<file path="config.mk">
export PLATFORM = sky130hd
export DESIGN_NAME = id_ex_pipe
export DESIGN_NICKNAME = d
export VERILOG_FILES = /design/src/rtl/core_pkg.sv /design/src/rtl/hazard_detect.sv /design/src/rtl/id_ex_pipe.sv
export SDC_FILE = /design/constraint.sdc
export NUM_CORES = 1
export LEC_CHECK = 0
export CAP_MARGIN = 20
export CELL_PAD_IN_SITES_DETAIL_PLACEMENT = 1
export CELL_PAD_IN_SITES_GLOBAL_PLACEMENT = 1
export CORE_AREA = 2 2 129 131
export DETAILED_ROUTE_END_ITERATION = 10
export DIE_AREA = 0 0 131 133
export DONT_BUFFER_PORTS = 1
export GPL_TIMING_DRIVEN = 0
export PLACE_DENSITY_LB_ADDON = 0.1
export RECOVER_POWER = 50
export SYNTH_ARGS = -nofsm -noshare
export SYNTH_HDL_FRONTEND = slang
export SYNTH_SLANG_ARGS = --single-unit
</file>
<file path="constraint.sdc">
create_clock -name clk -period 2.2 [get_ports clk]
set_clock_uncertainty 0.05 [all_clocks]
set_input_delay 0.55 -clock clk [delete_from_list [all_inputs] [get_ports clk]]
set_output_delay 0.55 -clock clk [all_outputs]
set_load 0.03 [all_outputs]
</file>
<file path="src/rtl/core_pkg.sv">
// Shared definitions for the pipelined MIPS core.
// Holds the packed control-word layout produced by the main decoder,
// the ALUOp encodings, and a helper that recognises a load.
// No ports: this is a package imported with "import core_pkg::*".

package core_pkg;

   localparam int CTRL_W = 10;

   // Bit positions inside the packed control word.
   // Layout: {Branch_eq, Branch_ne, MemToReg, ALUSrc, RegDest, RegWrite, MemWrite, JAL, ALUOp[1:0]}
   localparam int CTRL_BEQ      = 9;
   localparam int CTRL_BNE      = 8;
   localparam int CTRL_MEMTOREG = 7;
   localparam int CTRL_ALUSRC   = 6;
   localparam int CTRL_REGDEST  = 5;
   localparam int CTRL_REGWRITE = 4;
   localparam int CTRL_MEMWRITE = 3;
   localparam int CTRL_JAL      = 2;
   localparam int CTRL_ALUOP_HI = 1;
   localparam int CTRL_ALUOP_LO = 0;

   typedef logic [CTRL_W-1:0] ctrl_t;

   // ALUOp encodings
   localparam logic [1:0] ALUOP_ADD   = 2'b00;
   localparam logic [1:0] ALUOP_SUB   = 2'b01;
   localparam logic [1:0] ALUOP_FUNCT = 2'b10;

   // A load is the only instruction whose result arrives from memory
   // and writes a register, which is what makes it a load-use producer.
   function automatic logic is_load(input ctrl_t c);
      return c[CTRL_MEMTOREG] & c[CTRL_REGWRITE];
   endfunction

endpackage

</file>
<file path="src/rtl/hazard_detect.sv">
// Load-use hazard detector (purely combinational).
// Ports:
//   valid_e_i  - EX-stage instruction is valid
//   load_e_i   - EX-stage instruction is a load (MemToReg and RegWrite)
//   rt_e_i     - destination register of the EX-stage load
//   valid_d_i  - decode-stage instruction is valid
//   rs_d_i     - decode-stage rs specifier
//   rt_d_i     - decode-stage rt specifier
//   load_use_o - decode instruction needs data the EX load has not fetched yet

module hazard_detect (
   input  logic       valid_e_i,
   input  logic       load_e_i,
   input  logic [4:0] rt_e_i,
   input  logic       valid_d_i,
   input  logic [4:0] rs_d_i,
   input  logic [4:0] rt_d_i,
   output logic       load_use_o
);

   logic src_match;

   // Register 0 is hardwired to zero, so a load targeting it never
   // produces a value anyone can depend on.
   always_comb begin
      src_match  = (rt_e_i == rs_d_i) || (rt_e_i == rt_d_i);
      load_use_o = valid_e_i && load_e_i && (rt_e_i != 5'd0) && valid_d_i && src_match;
   end

endmodule

</file>
<file path="src/rtl/id_ex_pipe.sv">
// Decode-to-execute pipeline register with load-use stall generation.
// Ports:
//   clk, reset (synchronous, active-high)
//   hold_i     - external freeze, every register keeps its value
//   flush_i    - kill the instruction entering EX
//   *_d_i      - decode-stage instruction fields (valid, ctrl, operands, imm, PC+4, rs/rt/rd)
//   *_e_o      - registered EX-stage copies of the same fields
//   stall_f_o  - fetch must hold PC
//   stall_d_o  - IF/ID register must hold
//   bubble_cnt_o - saturating count of load-use bubbles since reset

module id_ex_pipe
   import core_pkg::*;
#(
   parameter int W     = 32,
   parameter int CNT_W = 16
) (
   input  logic              clk,
   input  logic              reset,
   input  logic              hold_i,
   input  logic              flush_i,
   input  logic              valid_d_i,
   input  logic [CTRL_W-1:0] ctrl_d_i,
   input  logic [W-1:0]      rd1_d_i,
   input  logic [W-1:0]      rd2_d_i,
   input  logic [W-1:0]      imm_d_i,
   input  logic [W-1:0]      pcplus4_d_i,
   input  logic [4:0]        rs_d_i,
   input  logic [4:0]        rt_d_i,
   input  logic [4:0]        rd_d_i,
   output logic              valid_e_o,
   output logic [CTRL_W-1:0] ctrl_e_o,
   output logic [W-1:0]      rd1_e_o,
   output logic [W-1:0]      rd2_e_o,
   output logic [W-1:0]      imm_e_o,
   output logic [W-1:0]      pcplus4_e_o,
   output logic [4:0]        rs_e_o,
   output logic [4:0]        rt_e_o,
   output logic [4:0]        rd_e_o,
   output logic              stall_f_o,
   output logic              stall_d_o,
   output logic [CNT_W-1:0]  bubble_cnt_o
);

   logic              valid_q,      valid_d;
   ctrl_t             ctrl_q,       ctrl_d;
   logic [W-1:0]      rd1_q,        rd1_d;
   logic [W-1:0]      rd2_q,        rd2_d;
   logic [W-1:0]      imm_q,        imm_d;
   logic [W-1:0]      pcplus4_q,    pcplus4_d;
   logic [4:0]        rs_q,         rs_d;
   logic [4:0]        rt_q,         rt_d;
   logic [4:0]        rd_q,         rd_d;
   logic [CNT_W-1:0]  bubble_cnt_q, bubble_cnt_d;
   logic              load_use;

   hazard_detect u_hazard_detect (
      .valid_e_i  (valid_q),
      .load_e_i   (is_load(ctrl_q)),
      .rt_e_i     (rt_q),
      .valid_d_i  (valid_d_i),
      .rs_d_i     (rs_d_i),
      .rt_d_i     (rt_d_i),
      .load_use_o (load_use)
   );

   // A flush already discards the dependent instruction, so stalling for it
   // would only waste a cycle. Stalls ignore hold_i on purpose: upstream
   // combines them with its own freeze.
   assign stall_f_o = load_use & ~flush_i;
   assign stall_d_o = load_use & ~flush_i;

   // Next-state selection: hold > flush > load-use bubble > normal advance.
   // Bubbles clear every field so a killed instruction leaves no trace in EX.
   always_comb begin
      valid_d      = valid_q;
      ctrl_d       = ctrl_q;
      rd1_d        = rd1_q;
      rd2_d        = rd2_q;
      imm_d        = imm_q;
      pcplus4_d    = pcplus4_q;
      rs_d         = rs_q;
      rt_d         = rt_q;
      rd_d         = rd_q;
      bubble_cnt_d = bubble_cnt_q;

      if (!hold_i) begin
         if (flush_i || load_use) begin
            valid_d   = 1'b0;
            ctrl_d    = '0;
            rd1_d     = '0;
            rd2_d     = '0;
            imm_d     = '0;
            pcplus4_d = '0;
            rs_d      = '0;
            rt_d      = '0;
            rd_d      = '0;
            // Only genuine load-use bubbles are counted, and the counter
            // sticks at all-ones instead of wrapping.
            if (!flush_i && (bubble_cnt_q != {CNT_W{1'b1}})) begin
               bubble_cnt_d = bubble_cnt_q + CNT_W'(1);
            end
         end else begin
            valid_d   = valid_d_i;
            // An invalid slot must never carry live RegWrite/MemWrite.
            ctrl_d    = valid_d_i ? ctrl_d_i : '0;
            rd1_d     = rd1_d_i;
            rd2_d     = rd2_d_i;
            imm_d     = imm_d_i;
            pcplus4_d = pcplus4_d_i;
            rs_d      = rs_d_i;
            rt_d      = rt_d_i;
            rd_d      = rd_d_i;
         end
      end
   end

   // State register; reset wins over hold and flush.
   always_ff @(posedge clk) begin
      if (reset) begin
         valid_q      <= 1'b0;
         ctrl_q       <= '0;
         rd1_q        <= '0;
         rd2_q        <= '0;
         imm_q        <= '0;
         pcplus4_q    <= '0;
         rs_q         <= '0;
         rt_q         <= '0;
         rd_q         <= '0;
         bubble_cnt_q <= '0;
      end else begin
         valid_q      <= valid_d;
         ctrl_q       <= ctrl_d;
         rd1_q        <= rd1_d;
         rd2_q        <= rd2_d;
         imm_q        <= imm_d;
         pcplus4_q    <= pcplus4_d;
         rs_q         <= rs_d;
         rt_q         <= rt_d;
         rd_q         <= rd_d;
         bubble_cnt_q <= bubble_cnt_d;
      end
   end

   assign valid_e_o    = valid_q;
   assign ctrl_e_o     = ctrl_q;
   assign rd1_e_o      = rd1_q;
   assign rd2_e_o      = rd2_q;
   assign imm_e_o      = imm_q;
   assign pcplus4_e_o  = pcplus4_q;
   assign rs_e_o       = rs_q;
   assign rt_e_o       = rt_q;
   assign rd_e_o       = rd_q;
   assign bubble_cnt_o = bubble_cnt_q;

endmodule

</file>
==> parameters.txt, run 1 <==
Parameter                              Value

CTS
  Inserted Clock Buffers ... 17
  Number of levels the H-tree was split into ... 4
  TritonCTS clock tree ... done
  Cts-stage hold buffer count ... 0
  Maximum number of buffers from clock root to sink ... 2
  Number of clock sinks ... 170
  Clock tree root driver cell ... sky130_fd_sc_hd__clkbuf_16
  Clock insertion delay at the later pin of the skew report ... between 0.4 and 0.5 ns
  CTS clock-pin slew for the worst setup and hold paths ... roughly 0.070 ns

Die
  Starting Density ... between 30% and 40%
  Std cell rows ... 47
  Core Box Area ... roughly 16000 sq um
  Width of the chip ... between 100 and 150 microns
  Die area ... around 17000 sq um
  # IOs ... 330
  Die extent in y ... roughly 130 microns

Layout
  Multi-input logic area ... 2242 sq um
  Most common library cell in the layout ignoring fill and taps ... sky130_fd_sc_hd__dfxtp_1
  Count of filler cells inserted in the layout ... ~1700
  ANT cells ... 0
  Post-layout instance count excluding filler cells ... 737
  Most used cells in the layout excluding fill and tap cells ... sky130_fd_sc_hd__dfxtp_1, sky130_fd_sc_hd__a22o_1, sky130_fd_sc_hd__clkbuf_1
  Area Overhead vs Synth ... 20.28%
  Layout cells sized above 1 ... around a fifth
  Register area ... roughly 3400 sq um
  Final layout net count ... approximately 670

Worst setup path
  Crit Path Max Fanout ... 5
  Worst Path Class, Setup ... flop to output pin
  Data required time of the worst path ... between 1.5 and 2 ns
  Kind of start point of the critical path ... flop
  Slack of the worst reg-to-reg path ... -0.11 ns
  Crit path from ... rt_e_o[1]
  Worst reg2reg path startpoint ... valid_e_o
  CP endpoint kind ... output pin
  Number of cells on the worst reg-to-reg path ... 7
  Setup crit end ... stall_f_o
  Data arrival time of the worst path ... about 2.2 ns
  Worst reg2reg endpoint ... bubble_cnt_o[5]

Pwr
  Total Power ... 0.006858 W
  Leakage dissipation ... roughly 2.7 nW
  Peak supply drop ... between 0.5 and 0.6 mV
  P per Cell Area ... slightly below 1000 nW/um^2

Synthesis
  Number of different library cells in the post-synthesis netlist ... 36
  XOR/XNOR share of the synthesized area ... 1.520%
  Largest area contributor in the synthesized netlist ... sky130_fd_sc_hd__dfxtp_1
  Net count after synthesis ... approximately 640
  Most used flip-flop cell after synthesis ... sky130_fd_sc_hd__dfxtp_1
  Sequential share of the synthesized area ... 59.07%
  Flip-flop and latch count after synthesis ... 170
  Number of warnings issued by yosys ... 0
  Average size of a mapped cell ... ~12 sq um
  Main combinational cell family by area after synthesis ... compound AO/OA/AOI/OAI gates
  Multiplexer share of the synthesized area ... 1.346%
  Basic-gate share of the synthesized area counting and, or, nand and nor cells ... 7.687%
  Fraction of the mapped netlist area in compound gates ... 26.10%
  Summed instance area of the synthesized netlist ... a little under 6000 sq um
  Synthesized-area fraction occupied by adder cells ... 0.2172%
  Dominant cells by area after synthesis ... sky130_fd_sc_hd__dfxtp_1, sky130_fd_sc_hd__a22o_1, sky130_fd_sc_hd__a32o_1
  Number of standard cells after synthesis ... 477
  Proportion of synthesized flip-flops having asynchronous set or reset ... 0%
  Post-synth EDFFs ... 0
  Area share of the largest cell type after synthesis ... around three fifths

STA
  Worst slew pin tran ... between 0.7 and 0.8 ns
  Shortest period the worst path allows ... about 2.8 ns
  Final setup slack of the worst path ... -0.5592 ns
  Peak clock frequency supported by timing ... roughly 360 MHz
  Remaining max-slew budget at the tightest pin ... roughly 47%
  Setup repair after global routing missed its margin ... true
  Portion of the clock cycle consumed by the worst path in the final layout ... 125.4%
  Final setup violation count ... around 130
  Pins over their slew limit ... 0
  Hold Violations, Final ... 0

Routing
  Number of design rule violations left after detail routing ... 0
  Vias per inst ... ~5.7
  Initial DRC count ... 163
  Wirelength per Cell ... roughly 24 microns
  Number of vias after detailed routing ... approximately 4200
  Routed Antenna Nets ... 0
  Number of detailed-routing iterations run before antenna repair ... 4
  Total wirelength of the detailed-routed design ... around 18 mm

Min path
  Worst min path class ... input pin to flop

Status
  Status ... finished, violations left
  Failing checks ... setup timing

Placed design
  Detailed placer's ending HPWL ... 13.07 mm
  Post-placement worst setup slack ... -0.7111 ns
  # placed instances ... between 600 and 700
  Routability congestion estimate ... between 0.8 and 0.9
  Count of input and output buffers ... 0

Global routing
  Via count of the first global-routing pass ... between 4000 and 5000
  Overall track demand over capacity in global routing ... around a fifth
  Number of antenna violations at the first check in global routing ... 0
  Largest net degree at the start of global routing ... 17
  Total congestion overflow after global routing ... 0
  First-pass GRT wire length ... 25.88 mm

Flow run
  Max-capacitance violation count ... 0
[metal layers]
metal	routed length, microns	GRT usage [%]	vias up
met3	1769	8.370	33
met2	8799	32.82	233
met5	0	0	-
li1	-	-	1907
met4	529	9.397	0
met1	6538	21.35	2032
[where the power goes]
group          switching (W)  internal, W  total (W)
Clock                0.00128      0.00180    0.00308
Sequential          0.000304      0.00318    0.00348
Combinational       0.000153     0.000142   0.000295
[synthesized netlist by cell type, types with 4 or more instances]
master / instances
sky130_fd_sc_hd__mux2_1: 6
sky130_fd_sc_hd__nor2_1: 13
sky130_fd_sc_hd__or4_1: 8
sky130_fd_sc_hd__o31ai_1: 5
sky130_fd_sc_hd__or3_1: 4
sky130_fd_sc_hd__nand4_1: 11
sky130_fd_sc_hd__nor3_1: 5
sky130_fd_sc_hd__xor2_1: 10
sky130_fd_sc_hd__clkbuf_1: 20
sky130_fd_sc_hd__dfxtp_1: 170
sky130_fd_sc_hd__nor2b_1: 7
sky130_fd_sc_hd__nand2_1: 5
sky130_fd_sc_hd__buf_2: 13
sky130_fd_sc_hd__buf_6: 7
sky130_fd_sc_hd__a21oi_1: 9
sky130_fd_sc_hd__a32o_1: 10
sky130_fd_sc_hd__o21ai_0: 4
sky130_fd_sc_hd__a22o_1: 144
[flip-flops by register name, indices dropped and copies added, names as in the netlist]
name / cells
valid_e_o: 1
ctrl_e_o: 10
rd_e_o: 5
pcplus4_e_o: 32
imm_e_o: 32
bubble_cnt_o: 16
rt_e_o: 5
rs_e_o: 5
rd1_e_o: 32
rd2_e_o: 32
[metrics by stage]
stage                     setup TNS, ns  hold WS [ns]  util (%)  area [sq um]
after floorplan                 -0.4176        0.5639         -          5789
after CTS                        -1.508        0.1825     42.00          6792
final                            -10.14        0.1965     42.85          6930
after global routing             -23.62        0.1795     42.85          6930
after global placement           -22.58        0.5876     37.50          6065
after detailed placement         -39.33        0.6038     37.50          6065
[worst min path at each step]
stage                    startpoint               to  slack, ns  cells past startpoint
floorplan           bubble_cnt_o[9]  bubble_cnt_o[9]       0.56                      2
global placement    bubble_cnt_o[9]  bubble_cnt_o[9]       0.59                      2
finish              pcplus4_d_i[19]  pcplus4_e_o[19]       0.20                      1
CTS                 pcplus4_d_i[17]  pcplus4_e_o[17]       0.18                      1
global route            imm_d_i[22]      imm_e_o[22]       0.18                      1
detailed placement  bubble_cnt_o[9]  bubble_cnt_o[9]       0.60                      2
[final cells by class]
class,count,area share [%]
buffer,41,4.188
clock buffer,18,6.192
clock inverter,12,2.365
multi-input combinational,265,32.35
sequential,170,49.68
tap,220,3.972
timing repair buffer,11,1.246
[worst max-delay path, cell delays in order, from the launching register on]
cell	delay, ns
sky130_fd_sc_hd__dfxtp_4	0.40
sky130_fd_sc_hd__xor2_2	0.16
sky130_fd_sc_hd__nor3_2	0.21
sky130_fd_sc_hd__a22oi_2	0.10
sky130_fd_sc_hd__buf_6	0.14
sky130_fd_sc_hd__nor4_4	0.44
sky130_fd_sc_hd__buf_4	0.27
[logic make-up (layout without fill, tap and decap cells)]
logic type               count (synthesis)  after routing
AO/OA/AOI/OAI                          176            176
multiplexers                             7              7
adder cells (fa/ha/maj)                  1              1
AND/OR/NAND/NOR                         71             71
buffers and inverters                   42             82
XOR/XNOR                                10             10
flip-flops                             170            170
[repair_timing]
item,4_1_cts,5_1_grt
endpoints found under the setup margin,172,150
pin swaps,6,6
resized for setup,42,33
setup buffers,4,7
No activity file was read; power rests on OpenSTA's default activity.
==> run 2, diff against run 1 <==
--- a/config.mk
+++ b/config.mk
@@ -8,9 +8,10 @@
 export CAP_MARGIN = 20
 export CELL_PAD_IN_SITES_DETAIL_PLACEMENT = 1
 export CELL_PAD_IN_SITES_GLOBAL_PLACEMENT = 1
-export CORE_AREA = 2 2 129 131
+export CORE_ASPECT_RATIO = 0.8
+export CORE_MARGIN = 10
+export CORE_UTILIZATION = 41
 export DETAILED_ROUTE_END_ITERATION = 10
-export DIE_AREA = 0 0 131 133
 export DONT_BUFFER_PORTS = 1
 export GPL_TIMING_DRIVEN = 0
 export PLACE_DENSITY_LB_ADDON = 0.1
==> run 2 against run 1 <==
Effect of this change:
- the flow still finishes with violations (setup timing)
- die area is 10% higher
- count of clock-buffer cells in the layout is 1 lower
- cell count is 3.3% lower
- clock power is 3% higher
- sequential power hardly changed
- utilization is 11 points higher
- total power is 2.1% higher
- sequential cell count stayed put
- combinational power is 20% higher
- fmax hardly changed
- first-iteration DRC count is 48% higher
- global-route usage is 0.17 points lower
- largest cell class unchanged
==> parameters.txt, run 2 (synthesized netlist as in run 1, its figures left out) <==
Parameter                              Value

Die
  Die area ... 19220 sq um (+10%)
  Core Box Area ... 13650 sq um (-16%)
  Width of the chip ... 152.5 microns (+16%)
  Starting Density ... 42.22% (+6.6 points)
  # IOs ... 330 (unchanged)
  Die extent in y ... 126.0 microns (-5.2%)
  Std cell rows ... 38 (-19%)

Min path
  Worst min path class ... input pin to flop

STA
  Final setup violation count ... 171 (+30%)
  Worst slew pin tran ... 0.6872 ns (-0.1028 ns)
  Setup repair after global routing missed its margin ... true
  Peak clock frequency supported by timing ... 362.6 MHz (about the same)
  Shortest period the worst path allows ... 2.758 ns (-0.001674 ns)
  Hold Violations, Final ... 0 (unchanged)
  Portion of the clock cycle consumed by the worst path in the final layout ... 125.3% (about the same)
  Final setup slack of the worst path ... -0.5575 ns (+0.001674 ns)
  Worst hold slack after final layout ... 0.2059 ns (+0.009331 ns)
  Total Neg Setup Slack ... -21.47 ns (-11.34 ns)
  Pins over their slew limit ... 0 (unchanged)
  Remaining max-slew budget at the tightest pin ... 54.02% (+6.9 points)

Worst setup path
  Data required time of the worst path ... 1.60 ns (about the same)
  CP endpoint kind ... output pin
  Data arrival time of the worst path ... 2.16 ns (about the same)
  Biggest cell delay along the critical path ... 0.44 ns (about the same)
  Kind of start point of the critical path ... flop
  Slowest cell on the critical path ... sky130_fd_sc_hd__nor4_4
  Worst Path Class, Setup ... flop to output pin
  Crit Path Max Fanout ... 5 (unchanged)
  Cell-by-cell trace of the critical path ... xor2_2 > nor3_2 > a22oi_2 > buf_6 > nor4_4 > buf_4

Layout
  Count of filler cells inserted in the layout ... 1405 (-15%)
  Layout cells sized above 1 ... 22.14% (+2.6 points)
  ANT cells ... 0 (unchanged)
  Most used cells in the layout excluding fill and tap cells ... sky130_fd_sc_hd__dfxtp_1, sky130_fd_sc_hd__a22o_1, sky130_fd_sc_hd__clkbuf_16
  Post-layout instance count excluding filler cells ... 713 (-3.3%)
  Area Overhead vs Synth ... 26.93%
  Most common library cell in the layout ignoring fill and taps ... sky130_fd_sc_hd__dfxtp_1
  Final layout net count ... 679 (+2.1%)
  Final standard cell utilization of the core ... 53.59% (+11 points)

Global routing
  Overall track demand over capacity in global routing ... 19.53% (-0.17 points)
  Via count of the first global-routing pass ... 4340 (-3.5%)
  Number of antenna violations at the first check in global routing ... 0 (unchanged)
  Total congestion overflow after global routing ... 0 (unchanged)
  Largest net degree at the start of global routing ... 18 (+1)
  First-pass GRT wire length ... 29.50 mm (+14%)

Pwr
  Logic pwr share ... 5.1% (+0.8 points)
  Peak supply drop ... 0.5329 mV (+6.5%)
  Total Power ... 0.007003 W (+2.1%)
  P per Cell Area ... 957.6 nW/um^2 (-3.2%)
  Cell-internal power ... 0.005196 W (+1.5%)
  Leakage dissipation ... 2.801 nW (+5.2%)
  Switching power ... 0.001806 W (+3.9%)
  Part of the power in the clock network ... 45.1% (+0.2 points)
  Part of the total power dissipated in sequential elements ... 49.9% (-0.9 points)
  Proportion of total power due to net switching ... 25.80% (+0.45 points)

Routing
  Vias per inst ... 6.032 (+5.7%)
  Number of detailed-routing iterations run before antenna repair ... 4 (unchanged)
  Total wirelength of the detailed-routed design ... 21.12 mm (+20%)
  Initial DRC count ... 242 (+48%)
  Number of design rule violations left after detail routing ... 0 (unchanged)
  Wirelength per Cell ... 29.62 microns (+24%)
  Number of vias after detailed routing ... 4301 (+2.3%)
  Routed Antenna Nets ... 0 (unchanged)

CTS
  Cts-stage hold buffer count ... 0 (unchanged)
  CTS clock-pin slew for the worst setup and hold paths ... 0.07 ns (about the same)
  TritonCTS clock tree ... done
  Clock insertion delay at the later pin of the skew report ... 0.42 ns (about the same)
  Maximum number of buffers from clock root to sink ... 2 (unchanged)
  Number of levels the H-tree was split into ... 4 (unchanged)
  Inserted Clock Buffers ... 17 (unchanged)
  Number of clock sinks ... 170 (unchanged)
  Clock tree root driver cell ... sky130_fd_sc_hd__clkbuf_16

Placed design
  Detailed placer's ending HPWL ... 15.45 mm (+18%)
  # placed instances ... 657 (-5.7%)
  Routability congestion estimate ... 0.8135 (-2.7%)
  Count of input and output buffers ... 0 (unchanged)

Status
  Status ... finished, violations left
  Failing checks ... setup timing

Flow run
  Max-capacitance violation count ... 0 (unchanged)
==> run 2: changes by cell type in the layout (fill, tap and decap cells not counted), moves of 3 or more <==
cell / change
sky130_fd_sc_hd__buf_12: +3
sky130_fd_sc_hd__buf_4: -6
sky130_fd_sc_hd__buf_6: -7
sky130_fd_sc_hd__buf_8: +10
sky130_fd_sc_hd__clkbuf_16: +13
sky130_fd_sc_hd__dfxtp_2: -4
sky130_fd_sc_hd__dfxtp_4: +3
==> run 2: final timing paths <==
check	from	end	slack, ns	cells past startpoint
setup / recovery	rt_e_o[2]	stall_f_o	-0.56	6
hold / removal	rd1_d_i[10]	rd1_e_o[10]	0.21	1
setup reg to reg	ctrl_e_o[7]	rd2_e_o[9]	-0.23	8
hold reg to reg	valid_e_o	valid_e_o	0.53	1
==> run 2: final cells by class <==
cell class	instances	area [sq um]	share of cell area [%]
clock inverter	15	201.4	2.754
tap	180	225.2	3.080
buffer	41	350.3	4.790
clock buffer	17	425.4	5.817
sequential	170	3450	47.17
timing repair buffer	25	442.9	6.056
multi-input combinational	265	2218	30.33
==> run 2: metal layers <==
layer | share of wire, % | wire [microns] | track usage, %
met5 | 0 | 0 | 0
met1 | 36 | 7624 | 20.13
met4 | 0.77 | 163 | 5.207
met2 | 54 | 11360 | 34.76
met3 | 9.3 | 1969 | 9.592
==> run 2: power by group through the flow <==
stage	Combinational [W]	Clock [W]	Sequential (W)
after global routing	0.000388	0.00336	0.00350
after global placement	0.000260	0	0.00357
after CTS	0.000281	0.00322	0.00350
after floorplan	0.000216	0	0.00352
after detailed placement	0.000274	0	0.00357
final	0.000355	0.00316	0.00349
==> run 2: timing repair <==
action                                  in CTS  in global routing
cloned                                       0                 14
endpoints found under the setup margin     172                 98
buffers inserted                             5                  6
pin swaps                                    7                101
resized for setup                           38                 56
==> run 2: worst max-delay path, delay by kind of cell (launching register included) <==
kind,cells,cell delay (ns)
buf+inv,2,0.41
xor+xnor,1,0.16
flops,1,0.41
compound gates,1,0.13
simple gates,2,0.64
==> run 2: per-stage QoR <==
| stage | area [sq um] | setup WS [ns] |
|---|---|---|
| CTS | 6769 | -0.8385 |
| floorplan | 5789 | -0.3374 |
| global route | 7313 | -0.6569 |
| detailed placement | 6015 | -0.6854 |
| finish | 7313 | -0.5575 |
| global placement | 6015 | -0.6531 |
==> run 3, diff against run 2 <==
--- a/config.mk
+++ b/config.mk
@@ -10,7 +10,7 @@
 export CELL_PAD_IN_SITES_GLOBAL_PLACEMENT = 1
 export CORE_ASPECT_RATIO = 0.8
 export CORE_MARGIN = 10
-export CORE_UTILIZATION = 41
+export CORE_UTILIZATION = 40
 export DETAILED_ROUTE_END_ITERATION = 10
 export DONT_BUFFER_PORTS = 1
 export GPL_TIMING_DRIVEN = 0
@@ -18,4 +18,5 @@
 export RECOVER_POWER = 50
 export SYNTH_ARGS = -nofsm -noshare
 export SYNTH_HDL_FRONTEND = slang
+export SYNTH_HIERARCHICAL = 1
 export SYNTH_SLANG_ARGS = --single-unit
==> run 3 against run 2 <==
Effect of this change:
- the run still ends with setup timing left
- utilization up 1.7 points
- sequential power about the same
- via count up 21%
- largest power group unchanged
- largest cell class unchanged
- critical path type unchanged
- highest routed layer unchanged
==> parameters.txt, run 3 <==
Parameter                              Value

Routing
  Total wirelength of the detailed-routed design ... 24.07 mm (+14%)
  Routed Antenna Nets ... 0 (unchanged)
  Number of vias after detailed routing ... 5223 (+21%)
  Number of detailed-routing iterations run before antenna repair ... 4 (unchanged)
  Wirelength per Cell ... 26.80 microns (-9.5%)
  Initial DRC count ... 223 (-7.9%)
  Number of design rule violations left after detail routing ... 0 (unchanged)
  Vias per inst ... 5.816 (-3.6%)

STA
  Shortest period the worst path allows ... 2.665 ns (-0.09236 ns)
  Total Neg Setup Slack ... -52.63 ns (-31.16 ns)
  Peak clock frequency supported by timing ... 375.2 MHz (+3.5%)
  Final setup slack of the worst path ... -0.4652 ns (+0.09236 ns)
  Hold Violations, Final ... 0 (unchanged)
  Setup repair after global routing missed its margin ... true
  Worst hold slack after final layout ... 0.2029 ns (-0.002960 ns)
  Portion of the clock cycle consumed by the worst path in the final layout ... 121.1% (-4.2 points)
  Final setup violation count ... 172 (+0.58%)
  Worst slew pin tran ... 0.7136 ns (+0.02641 ns)
  Pins over their slew limit ... 0 (unchanged)
  Remaining max-slew budget at the tightest pin ... 52.42% (-1.6 points)

Layout
  Count of filler cells inserted in the layout ... 1586 (+13%)
  Area Overhead vs Synth ... 36.32%
  Final layout net count ... 854 (+26%)
  Multi-input logic area ... 2930 sq um (+32%)
  Register area ... 3420 sq um (-0.87%)
  Layout cells sized above 1 ... 26.27% (+4.1 points)
  Most used cells in the layout excluding fill and tap cells ... sky130_fd_sc_hd__dfxtp_1, sky130_fd_sc_hd__nor2_1, sky130_fd_sc_hd__a22oi_1
  Final standard cell utilization of the core ... 55.26% (+1.7 points)
  Most common library cell in the layout ignoring fill and taps ... sky130_fd_sc_hd__dfxtp_1

Global routing
  First-pass GRT wire length ... 33.26 mm (+13%)
  Overall track demand over capacity in global routing ... 21.11% (+1.6 points)
  Largest net degree at the start of global routing ... 17 (-1)
  Via count of the first global-routing pass ... 5513 (+27%)
  Total congestion overflow after global routing ... 0 (unchanged)
  Number of antenna violations at the first check in global routing ... 1 (+1)

Synthesis
  Net count after synthesis ... 796 (+25%)
  Summed instance area of the synthesized netlist ... 6066 sq um (+5.3%)
  Proportion of synthesized flip-flops having asynchronous set or reset ... 0% (unchanged)
  Flip-flop and latch count after synthesis ... 170 (unchanged)
  Dominant cells by area after synthesis ... sky130_fd_sc_hd__dfxtp_1, sky130_fd_sc_hd__a22oi_1, sky130_fd_sc_hd__nor2_1
  Number of warnings issued by yosys ... 6 (+6)
  Area share of the largest cell type after synthesis ... 56.11% (-3.0 points)
  Number of different library cells in the post-synthesis netlist ... 37 (+2.8%)
  Average size of a mapped cell ... 9.522 sq um (-21%)
  Post-synth EDFFs ... 0 (unchanged)
  Most used flip-flop cell after synthesis ... sky130_fd_sc_hd__dfxtp_1
  Cell with the most instances after synthesis ... sky130_fd_sc_hd__dfxtp_1
  Sequential share of the synthesized area ... 56.11% (-3.0 points)
  Largest area contributor in the synthesized netlist ... sky130_fd_sc_hd__dfxtp_1
  Number of standard cells after synthesis ... 637 (+34%)
  List of most frequent post-synthesis cells ... sky130_fd_sc_hd__dfxtp_1, sky130_fd_sc_hd__nor2_1, sky130_fd_sc_hd__a22oi_1

Placed design
  Count of input and output buffers ... 0 (unchanged)
  Routability congestion estimate ... 0.8016 (-1.5%)
  Detailed placer's ending HPWL ... 17.09 mm (+11%)

Min path
  Worst min path class ... input pin to flop
  Hold Crit Start ... pcplus4_d_i[14]
  Hold Crit Depth ... 2 (+1)
  Capture endpoint of the worst hold path ... pcplus4_e_o[14]

Pwr
  Part of the total power dissipated in sequential elements ... 47.8% (-2.1 points)
  Peak supply drop ... 0.4636 mV (-13%)
  Cell-internal power ... 0.005376 W (+3.5%)
  Leakage dissipation ... 2.984 nW (+6.5%)
  Proportion of total power due to net switching ... 26.35% (+0.55 points)
  Part of the power in the clock network ... 44.6% (-0.5 points)
  P per Cell Area ... 882.7 nW/um^2 (-7.8%)
  Switching power ... 0.001923 W (+6.5%)
  Logic pwr share ... 7.6% (+2.5 points)

Worst setup path
  Kind of start point of the critical path ... flop
  Worst reg2reg endpoint ... rd2_e_o[17]
  Slack of the worst reg-to-reg path ... -0.43 ns (-0.20 ns)
  Number of cells on the worst reg-to-reg path ... 12 (+4)
  Data arrival time of the worst path ... 2.07 ns (-0.09 ns)
  Crit Path Max Fanout ... 5 (unchanged)
  CP endpoint kind ... output pin
  Data required time of the worst path ... 1.60 ns (about the same)
  Worst Path Class, Setup ... flop to output pin
  Worst reg2reg path startpoint ... rt_e_o[0]

CTS
  Number of levels the H-tree was split into ... 4 (unchanged)
  Clock tree root driver cell ... sky130_fd_sc_hd__clkbuf_16
  Inserted Clock Buffers ... 17 (unchanged)
  Maximum number of buffers from clock root to sink ... 2 (unchanged)
  Number of clock sinks ... 170 (unchanged)
  Clock insertion delay at the later pin of the skew report ... 0.43 ns (about the same)
  CTS clock-pin slew for the worst setup and hold paths ... 0.07 ns (about the same)
  TritonCTS clock tree ... done
  Cts-stage hold buffer count ... 0 (unchanged)

Flow run
  Max-capacitance violation count ... 0 (unchanged)

Die
  Starting Density ... 40.54% (-1.7 points)
  Die extent in y ... 130.1 microns (+3.3%)
  Std cell rows ... 40 (+5.3%)
  Die area ... 20520 sq um (+6.7%)
  Width of the chip ... 157.7 microns (+3.4%)
  Core Box Area ... 14960 sq um (+9.7%)
  # IOs ... 330 (unchanged)

Status
  Status ... finished, violations left
  Failing checks ... setup timing
==> run 3: timing repair <==
| item | CTS | global route |
|---|---|---|
| setup endpoints to repair | 172 | 159 |
| pin swaps | 18 | 66 |
| buffers inserted | 13 | 11 |
| gates resized for setup | 89 | 100 |
| cloned | 1 | 16 |
==> run 3: cell families after synthesis <==
logic type,share of synthesized area (%)
and+or+nand+nor,15.99
AOI/OAI and AO/OA,21.91
DFF,56.11
buffers and inverters,3.630
xor gates and xnor gates,1.444
muxes,0.7219
adders and majority gates,0.2062
==> run 3: worst max path at each step <==
stage	from	endpoint	slack, ns	cells after the start
2_1_floorplan	rt_d_i[4]	bubble_cnt_o[13]	-0.27	8
4_1_cts	rt_e_o[4]	stall_f_o	-0.49	6
6_report	rt_e_o[2]	stall_f_o	-0.47	6
3_5_place_dp	rt_e_o[3]	rd1_e_o[6]	-1.0	8
3_3_place_gp	rt_e_o[3]	rd1_e_o[5]	-0.91	8
5_1_grt	rt_e_o[2]	stall_f_o	-0.55	6
==> run 3: cell type report <==
cell class              count  share of cell area [%]
inverters                   3                  0.1362
plain buffers              53                   5.644
well taps                 189                   2.860
multi-input cells         410                   35.44
repair buffers             40                   6.839
clock inverters            14                   2.512
clock buffers              18                   5.190
diodes                      1                 0.03026
flip-flops and latches    170                   41.35
==> run 3: stage by stage <==
stage | power, W | worst slack (ns) | area [sq um] | std cells
2_1_floorplan | 0.003779 | -0.2687 | 6083 | 637
3_3_place_gp | 0.003885 | -0.9051 | 6320 | 826
3_5_place_dp | 0.003907 | -0.9969 | 6320 | 826
4_1_cts | 0.007201 | -0.4932 | 7488 | 872
5_1_grt | 0.007563 | -0.5489 | 8269 | 898
6_report | 0.007299 | -0.4652 | 8269 | 898
==> run 3: critical path, cell delays in order (launching register included) <==
cell	delay (ns)
sky130_fd_sc_hd__dfxtp_4	0.42
sky130_fd_sc_hd__xor2_4	0.18
sky130_fd_sc_hd__nor3_2	0.24
sky130_fd_sc_hd__nand3_2	0.13
sky130_fd_sc_hd__a21oi_4	0.17
sky130_fd_sc_hd__nor2b_4	0.32
sky130_fd_sc_hd__buf_6	0.18
==> run 3: power groups by stage <==
stage               clock [W]  sequential, W  combinational (W)
finish                0.00326        0.00349           0.000552
global route          0.00346        0.00350           0.000604
CTS                   0.00330        0.00348           0.000419
detailed placement          0        0.00355           0.000352
global placement            0        0.00355           0.000331
floorplan                   0        0.00351           0.000268
==> run 3: routing by layer <==
metal | track usage, % | share of wire (%) | up-vias
met1 | 21.27 | 34 | 2561
li1 | - | - | 2436
met4 | 6.147 | 1.3 | 0
met2 | 37.68 | 53 | 206
met3 | 10.59 | 12 | 20
met5 | 0 | 0 | -
